[src/rtl/boot_pkg.sv]
// Shared definitions for the boot loader: FSM state encoding and byte-lane geometry.
// Optional checksum stage is enabled by defining BOOT_CHECKSUM_EN.
package boot_pkg;

    typedef enum logic [2:0] {
        RECV  = 3'd0,
        WRITE = 3'd1,
        DONE  = 3'd2,
        CHECK = 3'd3,
        ERROR = 3'd4
    } state_t;

    localparam int WORD_BYTES = 4;
    localparam int LANE_W     = $clog2(WORD_BYTES);

endpackage

[src/rtl/boot_word_assembler.sv]
// Collects accepted bytes little-endian into a 32-bit word; o_word merges the byte
// being accepted this cycle so the completed word is available on the 4th byte.
module boot_word_assembler
    import boot_pkg::*;
(
    input  logic        clk,
    input  logic        rst_n,
    input  logic        i_clear,
    input  logic        i_accept,
    input  logic [7:0]  i_byte,
    output logic [31:0] o_word,
    output logic        o_word_full
);

    logic [31:0]       r_lanes;
    logic [LANE_W-1:0] r_byteIdx;
    logic [31:0]       w_word;

    always_ff @(posedge clk or negedge rst_n) begin
        if (!rst_n) begin
            r_lanes   <= '0;
            r_byteIdx <= '0;
        end else if (i_clear) begin
            r_lanes   <= '0;
            r_byteIdx <= '0;
        end else if (i_accept) begin
            r_lanes[{r_byteIdx, 3'b000} +: 8] <= i_byte;
            r_byteIdx                         <= r_byteIdx + LANE_W'(1);
        end
    end

    always_comb begin
        w_word = r_lanes;
        w_word[{r_byteIdx, 3'b000} +: 8] = i_byte;
    end

    assign o_word      = w_word;
    assign o_word_full = i_accept && (r_byteIdx == LANE_W'(WORD_BYTES - 1));

endmodule

[src/rtl/boot_loader.sv]
// Streams a program byte-wise into memory, holding the core in reset until loaded.
// Define BOOT_CHECKSUM_EN to add a trailing XOR checksum byte (CHECK/ERROR states).
module boot_loader
    import boot_pkg::*;
#(
    parameter int unsigned WORD_COUNT = 18,
    parameter int unsigned CNT_W      = 8,
    parameter logic [31:0] BASE_ADDR  = 32'h0000_0000
) (
    input  logic        clk,
    input  logic        rst_n,
    input  logic [7:0]  i_byte_in,
    input  logic        i_byte_valid,
    output logic        o_byte_ready,
    input  logic        i_load_start,
    output logic        o_mem_we,
    output logic [31:0] o_mem_addr,
    output logic [31:0] o_mem_wd,
    output logic        o_cpu_rst_n,
    output logic        o_done,
    output logic        o_err
);

    state_t           r_state;
    state_t           w_nextState;
    logic [CNT_W-1:0] r_wordCnt;
    logic             r_byteReady;
    logic             r_memWe;
    logic [31:0]      r_memAddr;
    logic [31:0]      r_memWd;
    logic             r_cpuRstN;
    logic             r_done;
    logic             w_accept;
    logic             w_dataAccept;
    logic             w_reload;
    logic             w_lastWord;
    logic             w_wordFull;
    logic [31:0]      w_word;

    assign w_accept     = i_byte_valid && r_byteReady;
    assign w_dataAccept = w_accept && (r_state == RECV);
    assign w_reload     = i_load_start && ((r_state == DONE) || (r_state == ERROR));
    assign w_lastWord   = (r_wordCnt + CNT_W'(1)) == CNT_W'(WORD_COUNT);

    boot_word_assembler u_assembler (
        .clk         (clk),
        .rst_n       (rst_n),
        .i_clear     (w_reload),
        .i_accept    (w_dataAccept),
        .i_byte      (i_byte_in),
        .o_word      (w_word),
        .o_word_full (w_wordFull)
    );

`ifdef BOOT_CHECKSUM_EN
    logic [7:0] r_csum;
    logic       r_err;

    always_ff @(posedge clk or negedge rst_n) begin
        if (!rst_n) begin
            r_csum <= '0;
        end else if (w_reload) begin
            r_csum <= '0;
        end else if (w_dataAccept) begin
            r_csum <= r_csum ^ i_byte_in;
        end
    end

    always_ff @(posedge clk or negedge rst_n) begin
        if (!rst_n) begin
            r_err <= 1'b0;
        end else begin
            r_err <= (w_nextState == ERROR);
        end
    end

    assign o_err = r_err;
`else
    assign o_err = 1'b0;
`endif

    always_ff @(posedge clk or negedge rst_n) begin
        if (!rst_n) begin
            r_state <= RECV;
        end else begin
            r_state <= w_nextState;
        end
    end

    always_comb begin
        w_nextState = r_state;
        case (r_state)
            RECV:  if (w_wordFull) w_nextState = WRITE;
            WRITE: begin
                if (w_lastWord) begin
`ifdef BOOT_CHECKSUM_EN
                    w_nextState = CHECK;
`else
                    w_nextState = DONE;
`endif
                end else begin
                    w_nextState = RECV;
                end
            end
            DONE:  if (i_load_start) w_nextState = RECV;
`ifdef BOOT_CHECKSUM_EN
            CHECK: if (w_accept) w_nextState = (i_byte_in == r_csum) ? DONE : ERROR;
            ERROR: if (i_load_start) w_nextState = RECV;
`endif
            default: w_nextState = RECV;
        endcase
    end

    always_ff @(posedge clk or negedge rst_n) begin
        if (!rst_n) begin
            r_wordCnt <= '0;
        end else if (w_reload) begin
            r_wordCnt <= '0;
        end else if (r_state == WRITE) begin
            r_wordCnt <= r_wordCnt + CNT_W'(1);
        end
    end

    // Outputs are registered from the next state so they line up with the state they describe.
    always_ff @(posedge clk or negedge rst_n) begin
        if (!rst_n) begin
            r_byteReady <= 1'b0;
            r_memWe     <= 1'b0;
            r_memAddr   <= BASE_ADDR;
            r_memWd     <= '0;
            r_cpuRstN   <= 1'b0;
            r_done      <= 1'b0;
        end else begin
            r_byteReady <= (w_nextState == RECV) || (w_nextState == CHECK);
            r_memWe     <= (w_nextState == WRITE);
            r_cpuRstN   <= (w_nextState == DONE);
            r_done      <= (w_nextState == DONE);
            if (w_wordFull) begin
                r_memAddr <= BASE_ADDR + (32'(r_wordCnt) << 2);
                r_memWd   <= w_word;
            end
        end
    end

    assign o_byte_ready = r_byteReady;
    assign o_mem_we     = r_memWe;
    assign o_mem_addr   = r_memAddr;
    assign o_mem_wd     = r_memWd;
    assign o_cpu_rst_n  = r_cpuRstN;
    assign o_done       = r_done;

endmodule

[config.mk]
export PLATFORM = sky130hd
export DESIGN_NAME = boot_loader
export DESIGN_NICKNAME = d
export VERILOG_FILES = /design/src/rtl/boot_pkg.sv /design/src/rtl/boot_word_assembler.sv /design/src/rtl/boot_loader.sv
export SDC_FILE = /design/constraint.sdc
export NUM_CORES = 1
export LEC_CHECK = 0
export ABC_AREA = 1
export BUFFER_PORTS_ARGS = -buffer_cell sky130_fd_sc_hd__buf_2
export CAP_MARGIN = 20
export CORE_AREA = 2 2 93 95
export CTS_CLUSTER_SIZE = 14
export DETAILED_ROUTE_END_ITERATION = 6
export DIE_AREA = 0 0 95 97
export PLACE_DENSITY = 0.73
export SYNTH_ARGS = -nofsm -noshare
export SYNTH_HDL_FRONTEND = slang
export SYNTH_SLANG_ARGS = --single-unit
[constraint.sdc]
create_clock -name clk -period 2.8 [get_ports clk]
set_clock_uncertainty 0.05 [all_clocks]
set_input_delay 0 -clock clk [delete_from_list [all_inputs] [get_ports clk]]
set_output_delay 0 -clock clk [all_outputs]
set_load 0.01 [all_outputs]
---- Word-level counts from Yosys, hierarchy flattened ----
Index checks and enable logic that the tools add are counted.
word-level totals
  latch bits .............................. 0
  bits in writable memories ............... 0
  register bits after elaboration ......... 88
  ROM bits ................................ 0
  word-level logic and storage cells ...... 43
  memories kept ........................... 0
cells by class
  shift-type cells ........................ 2
  reduce and logical (&&, ||, !) cells .... 10
  equality and inequality tests ........... 8
  bitwise gates (word level) .............. 0
  multipliers ............................. 0
  magnitude comparators ................... 0
  add/subtract/negate cells ............... 3
  multiplexer cells ....................... 11
  div/mod/pow operators ................... 0
operators with widths
  cell                                                  count
  two-way mux 32 bit                                    2
  bitwise mux 32 bit                                    1
  variable shift 8 x 7 -> 32 bit, first input constant  1
  variable part select 8 x 7 -> 32 bit                  1
  two-way mux 8 bit                                     2
  equality test 3 x 2 -> 1 bit, second input constant   3
  case mux 3 bit (3 select lines)                       1
  adder 8 x 1 -> 8 bit, second input constant           1
  equality test 8 x 5 -> 1 bit, second input constant   1
  negation 5 -> 7 bit                                   1
  equality test 3 x 1 -> 1 bit, second input constant   2
  zero test 3 bit                                       2
  two-way mux 2 bit                                     3
  two-way mux 3 bit                                     2
  logical AND 1 bit                                     4
  nonzero test 2 bit                                    2
  equality test 3 bit, second input constant            1
  adder 2 x 1 -> 2 bit, second input constant           1
  equality test 2 bit, second input constant            1
  logical OR 1 bit                                      2

---- Longest topological paths before layout ----
  depth after elaboration ................. 7
  mapped depth ............................ 11
  gate-level depth less buffers ........... 11

---- By module ----
A second synthesis with hierarchy kept.
second synthesis, totals
  cell total of the unflattened synthesis .. 575
  area total of the unflattened synthesis .. 4410.5 µm²
modules (own cells, without submodules)
  module               sequential area each (µm²)  area each (µm²)  instances  cells an instance
  boot_loader          1351.3                      2434.8           1          287
  boot_word_assembler  850.8                       1975.6           1          288

---- Least setup slack after synthesis ----
No wires, ideal clock.
  path kind ............................... flip-flop to flip-flop
  start ................................... register u_assembler.r_byteIdx[0]
  end ..................................... register r_memWd[1], in the netlist o_mem_wd[1]
  setup time .............................. 0.076 ns
  arrival time ............................ 1.640 ns
  stages on the path, launching flop included .. 9
  setup slack ............................. 1.034 ns
  path through ............................ dfrtp_1 -> buf_2 -> inv_1 -> ha_1 -> clkbuf_1 -> nand4_2 -> o22ai_1 -> inv_1 -> o21ai_1
between the ends
  longest elaborated chain between the ends .. 3
  elaborated cells between the ends (all ways) .. 6
  those cells by class .................... 1 x add/sub; 1 x eq/ne; 2 x shift; 1 x mux; 1 x reduce/logical
RTL lines
  item                                                                                    RTL line                   text
  start, declared                                                                         boot_word_assembler.sv:16  logic [LANE_W-1:0] r_byteIdx;
  start signal, assigned                                                                  boot_word_assembler.sv:28  r_byteIdx <= r_byteIdx + LANE_W'(1);
  negation 5 -> 7 bit                                                                     boot_word_assembler.sv:34  w_word[{r_byteIdx, 3'b000} +: 8] = i_byte;
  variable part select 8 x 7 -> 32 bit or variable shift 8 x 7 -> 32 bit (tied branches)  boot_word_assembler.sv:34
  bitwise mux 32 bit                                                                      boot_word_assembler.sv:34
  end signal, assigned                                                                    boot_loader.sv:140         r_memWd <= w_word;
  end, declared                                                                           boot_loader.sv:30          logic [31:0] r_memWd;
Several ways; a longest one is shown, not always the timed one.
A chain may end at the register's enable or synchronous reset.

---- Final worst setup path ----
  start ................................... register u_assembler.r_byteIdx[0]
  end ..................................... register r_memWd[6], in the netlist o_mem_wd[6]
The elaborated chain is that of the path after synthesis.

==> impl_table.tex <==
\begin{tabular}{lr}
\hline
Metric & Value \\
\hline
\multicolumn{2}{l}{\textbf{Floorplanning}} \\
\quad Number of top-level pins & 81 \\
\quad Width of the chip & $\sim$95 µm \\
\quad Placement Rows & 33 \\
\quad Overall die area & about 9200 µm² \\
\quad Die span in y & around 97 µm \\
\quad Floorplan Core Area & 8134 µm² \\
\quad Initial core utilization & $\sim$50\% \\
\multicolumn{2}{l}{\textbf{Setup path}} \\
\quad Critical register-to-register path endpoint & o\_mem\_wd[6]\$\_DFFE\_PN0P\_ \\
\quad Required time of the critical path & 3.04 ns \\
\quad FF-to-FF setup slack & between 0.6 and 0.7 ns \\
\quad Slowest Stage Delay on Critical Path & roughly 0.52 ns \\
\quad WP buf/inv & 3 \\
\quad Arrival time at the worst endpoint & 2.35 ns \\
\quad Critical Setup Path Class & reg2reg \\
\quad Type of destination of the critical path & register \\
\quad Maximum fanout count along the critical path & 11 \\
\quad Worst Reg2Reg Path Length in Cells & 7 \\
\quad Cell with the largest stage delay on the worst path & dfrtp\_1 \\
\quad Startpoint type of the worst setup path & register \\
\quad Cell repeated most along the worst path & inv\_1 \\
\quad Worst path top cell family by delay & flip-flops \\
\quad Beginning of the worst register-to-register path & u\_assembler.r\_byteIdx[0]\$\_DFFE\_PN0P\_ \\
\quad Ordered cell list for the critical path & inv\_1, ha\_1, inv\_1, nand4\_2, o22ai\_1, inv\_1, o21ai\_1 \\
\multicolumn{2}{l}{\textbf{Timing}} \\
\quad Final Setup Violations & 0 \\
\quad Unrepaired setup endpoints after global routing & no \\
\quad Total negative slack for setup checks & 0 ns \\
\quad Slew at the pin closest to its max-slew limit & roughly 0.54 ns \\
\quad Relative slew margins & between 60\% and 70\% \\
\quad Post-route fraction of the period consumed by the critical path & around three quarters \\
\quad Final hold viol count & 0 \\
\quad Highest Clock Rate & 474.0 MHz \\
\quad Post-layout min period & $\sim$2.1 ns \\
\quad Pins over their slew limit & 0 \\
\quad Min setup slack post-route & between 0.6 and 0.7 ns \\
\multicolumn{2}{l}{\textbf{Clock tree}} \\
\quad Number of H-tree levels & 3 \\
\quad Clk Tree Root Cell & clkbuf\_8 \\
\quad Count of instances resized after the clock tree is built & 0 \\
\quad Total of hold buffers inserted after clock tree synthesis & 8 \\
\quad TritonCTS clock tree & yes \\
\quad Number of buffers inserted during clock tree synthesis & 9 \\
\quad Post-CTS setup repair buffer count & 0 \\
\quad Clock-pin slew on the worst setup and hold paths & around 0.080 ns \\
\quad Clk\_lat worst skew & between 0.3 and 0.4 ns \\
\quad Maximum count of clock buffers along a single path & 2 \\
\quad TritonCTS sink count & 86 \\
\multicolumn{2}{l}{\textbf{Power}} \\
\quad Leakage power & 2.281 nW \\
\quad Power per unit of standard cell area & approximately 670 nW/µm² \\
\quad Worst vdd ir & $\sim$0.32 mV \\
\multicolumn{2}{l}{\textbf{GRT}} \\
\quad GRT Util Overall & approximately a fifth \\
\quad Via count of the first global-routing pass & 3100 \\
\quad Total gr overflow & 0 \\
\quad Wire length of the first global-routing pass & 14630 µm \\
\quad Initial antenna violation count & 0 \\
\quad Largest net degree at the start of global routing & 87 \\
\multicolumn{2}{l}{\textbf{Outcome}} \\
\quad Run status & completed \\
\multicolumn{2}{l}{\textbf{Min path}} \\
\quad Endpoint of the worst hold path & o\_mem\_wd[0]\$\_DFFE\_PN0P\_ \\
\quad Hold\_sp & i\_byte\_in[0] \\
\quad Hold/Removal Path Class & in2reg \\
\quad Hold Path Depth & 5 \\
\multicolumn{2}{l}{\textbf{Yosys}} \\
\quad Cell area after synthesis & a little over 4000 µm² \\
\quad Leading area contributor after synthesis & dfrtp\_1 \\
\quad Distinct cells, synth & 24 \\
\quad Number of enable flip-flop cells after synthesis & 0 \\
\quad Most used flip-flop cell after synthesis & dfrtp\_1 \\
\quad Most common cell in the synthesized netlist & nand2\_1 \\
\quad List of most frequent post-synthesis cells & 104 x nand2\_1, 86 x dfrtp\_1, 69 x inv\_1, 43 x o22ai\_1, 33 x o21ai\_1 \\
\quad Synthesized flop and latch total & between 80 and 90 \\
\quad Async set-or-reset flop fraction in the synthesized netlist & 100.0\% \\
\quad Total number of yosys warnings & 0 \\
\quad Mean area per synthesized cell & $\sim$8.7 µm² \\
\quad Sequential area share after synthesis & between 50\% and 60\% \\
\quad Top cells by area in the synthesized netlist & dfrtp\_1 53\%, nand2\_1 9.7\%, o22ai\_1 6.7\% \\
\quad Portion of synthesized cell area occupied by the leading cell type & 53.47\% \\
\quad Cells after synthesis & $\sim$470 \\
\multicolumn{2}{l}{\textbf{Final layout}} \\
\quad Area growth syn-to-layout & 14.73\% \\
\quad Post-route design area & $\sim$4600 µm² \\
\quad Final Net Count & $\sim$540 \\
\quad Ant diodes & 0 \\
\quad Ratio of cells with drive above 1 in the final layout & 15.69\% \\
\quad Filler cells & 720 \\
\multicolumn{2}{l}{\textbf{Detailed routing}} \\
\quad Pre-antenna DRT Iters & 4 \\
\quad Antenna viol nets, final & 0 \\
\quad Routed via count divided by cell count & between 5 and 6 \\
\quad Violation count after the first detailed-routing iteration & 203 \\
\quad Avg WL per Cell & about 14 µm \\
\quad Via Count & between 3k and 4k \\
\quad Final wirelength & 8604 µm \\
\quad DRC errors left & 0 \\
\multicolumn{2}{l}{\textbf{Placed design}} \\
\quad Worst Setup Slack post-DPL & 0.7103 ns \\
\quad HPWL after detailed placement & 5996 µm \\
\quad Number of I/O port buffers & between 50 and 60 \\
\quad Routability cong. & about 0.88 \\
\quad Placement Cell Area & around 4300 µm² \\
\multicolumn{2}{l}{\textbf{Flow run}} \\
\quad Number of max-capacitance violations reported & 0 \\
\hline
\end{tabular}
flip-flops by register name (all words and copies together), names as in the netlist:
signal and count:
u_assembler.r_lanes 30, o_done 1, r_state 3, u_assembler.r_byteIdx 2
o_mem_wd 32, r_wordCnt 8, o_mem_addr 8, o_mem_we 1
o_byte_ready 1
placed cells by master, fill, tap and decap left out, types with 2 or more instances in the layout:
cell type      netlist  routed
o21ai_0             20      20
inv_1               69      69
nand4_1              2       2
buf_4               27       4
nor2_4               2       2
nor2_1              16      16
nand3_1             21      21
buf_12               0       2
clkbuf_8             0      12
nand2_1            104     104
dfrtp_1             86      86
ha_1                 7       7
conb_1               1      26
o22ai_1             43      43
dlygate4sd3_1        0       8
bufinv_16            0       2
buf_2               13      54
a21oi_1              8       8
o21ai_1             33      33
worst reg2reg max path, stage by stage, from the launching register on:
cell     delay (ns)
dfrtp_1        0.52
inv_1          0.22
ha_1           0.39
inv_1          0.16
nand4_2        0.26
o22ai_1        0.22
inv_1          0.10
o21ai_1        0.13
through the flow:
step	power [mW]	std cells	util, %	hold WS [ns]
3_3_place_gp	2.094	609	52.67	0.2026
5_1_grt	3.306	634	56.78	0.03020
6_report	3.105	634	56.78	0.01788
2_1_floorplan	1.914	490	-	-0.3456
4_1_cts	3.127	633	56.53	0.01581
3_5_place_dp	2.114	609	52.67	0.2139
final cells by class:
class	count	area [µm²]	share of cell area, %
clock buffers	13	168.9	3.658
clock inverters	3	65.06	1.409
inverters	71	266.5	5.771
flip-flops and latches	86	2152	46.60
well taps	105	131.4	2.845
multi-input cells	288	1414	30.62
repair buffers	68	420.4	9.103
worst max-delay path by stage:
stage                                         start                             endpoint  slack [ns]  depth (start not counted)
3_5_place_dp   u_assembler.r_byteIdx[0]$_DFFE_PN0P_             o_mem_wd[29]$_DFFE_PN0P_        0.71                          7
2_1_floorplan  u_assembler.r_byteIdx[0]$_DFFE_PN0P_              o_mem_wd[1]$_DFFE_PN0P_        1.03                          8
3_3_place_gp   u_assembler.r_byteIdx[0]$_DFFE_PN0P_              o_mem_wd[5]$_DFFE_PN0P_        0.83                          7
5_1_grt        u_assembler.r_byteIdx[0]$_DFFE_PN0P_  u_assembler.r_lanes[24]$_DFFE_PN0P_        0.49                          7
6_report       u_assembler.r_byteIdx[0]$_DFFE_PN0P_              o_mem_wd[6]$_DFFE_PN0P_        0.69                          7
4_1_cts        u_assembler.r_byteIdx[0]$_DFFE_PN0P_             o_mem_wd[29]$_DFFE_PN0P_        0.70                          7
layer usage:
layer	vias up	share of wire [%]	global-route usage, %
met3	14	5.1	5.218
met5	-	0	0
li1	1577	-	-
met2	80	49	30.99
met4	0	1.7	7.135
met1	1525	44	27.90
power by group:
| group | internal (mW) | switching, mW | leakage (nW) |
|---|---|---|---|
| clock network | 0.575 | 0.430 | 0.120 |
| registers | 1.38 | 0.0777 | 1.18 |
| logic | 0.226 | 0.419 | 0.984 |
| total | 2.18 | 0.926 | 2.28 |
kinds of logic (layout without fill, tap and decap cells):
kind of cell | Yosys count | after routing | synth area share (%)
and+or+nand+nor | 151 | 151 | 16.26
adders and majority gates | 7 | 7 | 2.176
buffers and inverters | 116 | 155 | 13.74
AOI/OAI and AO/OA | 104 | 104 | 14.27
other | 1 | 26 | 0.09317
DFF | 86 | 86 | 53.47
(Power assumes the default switching activity.)
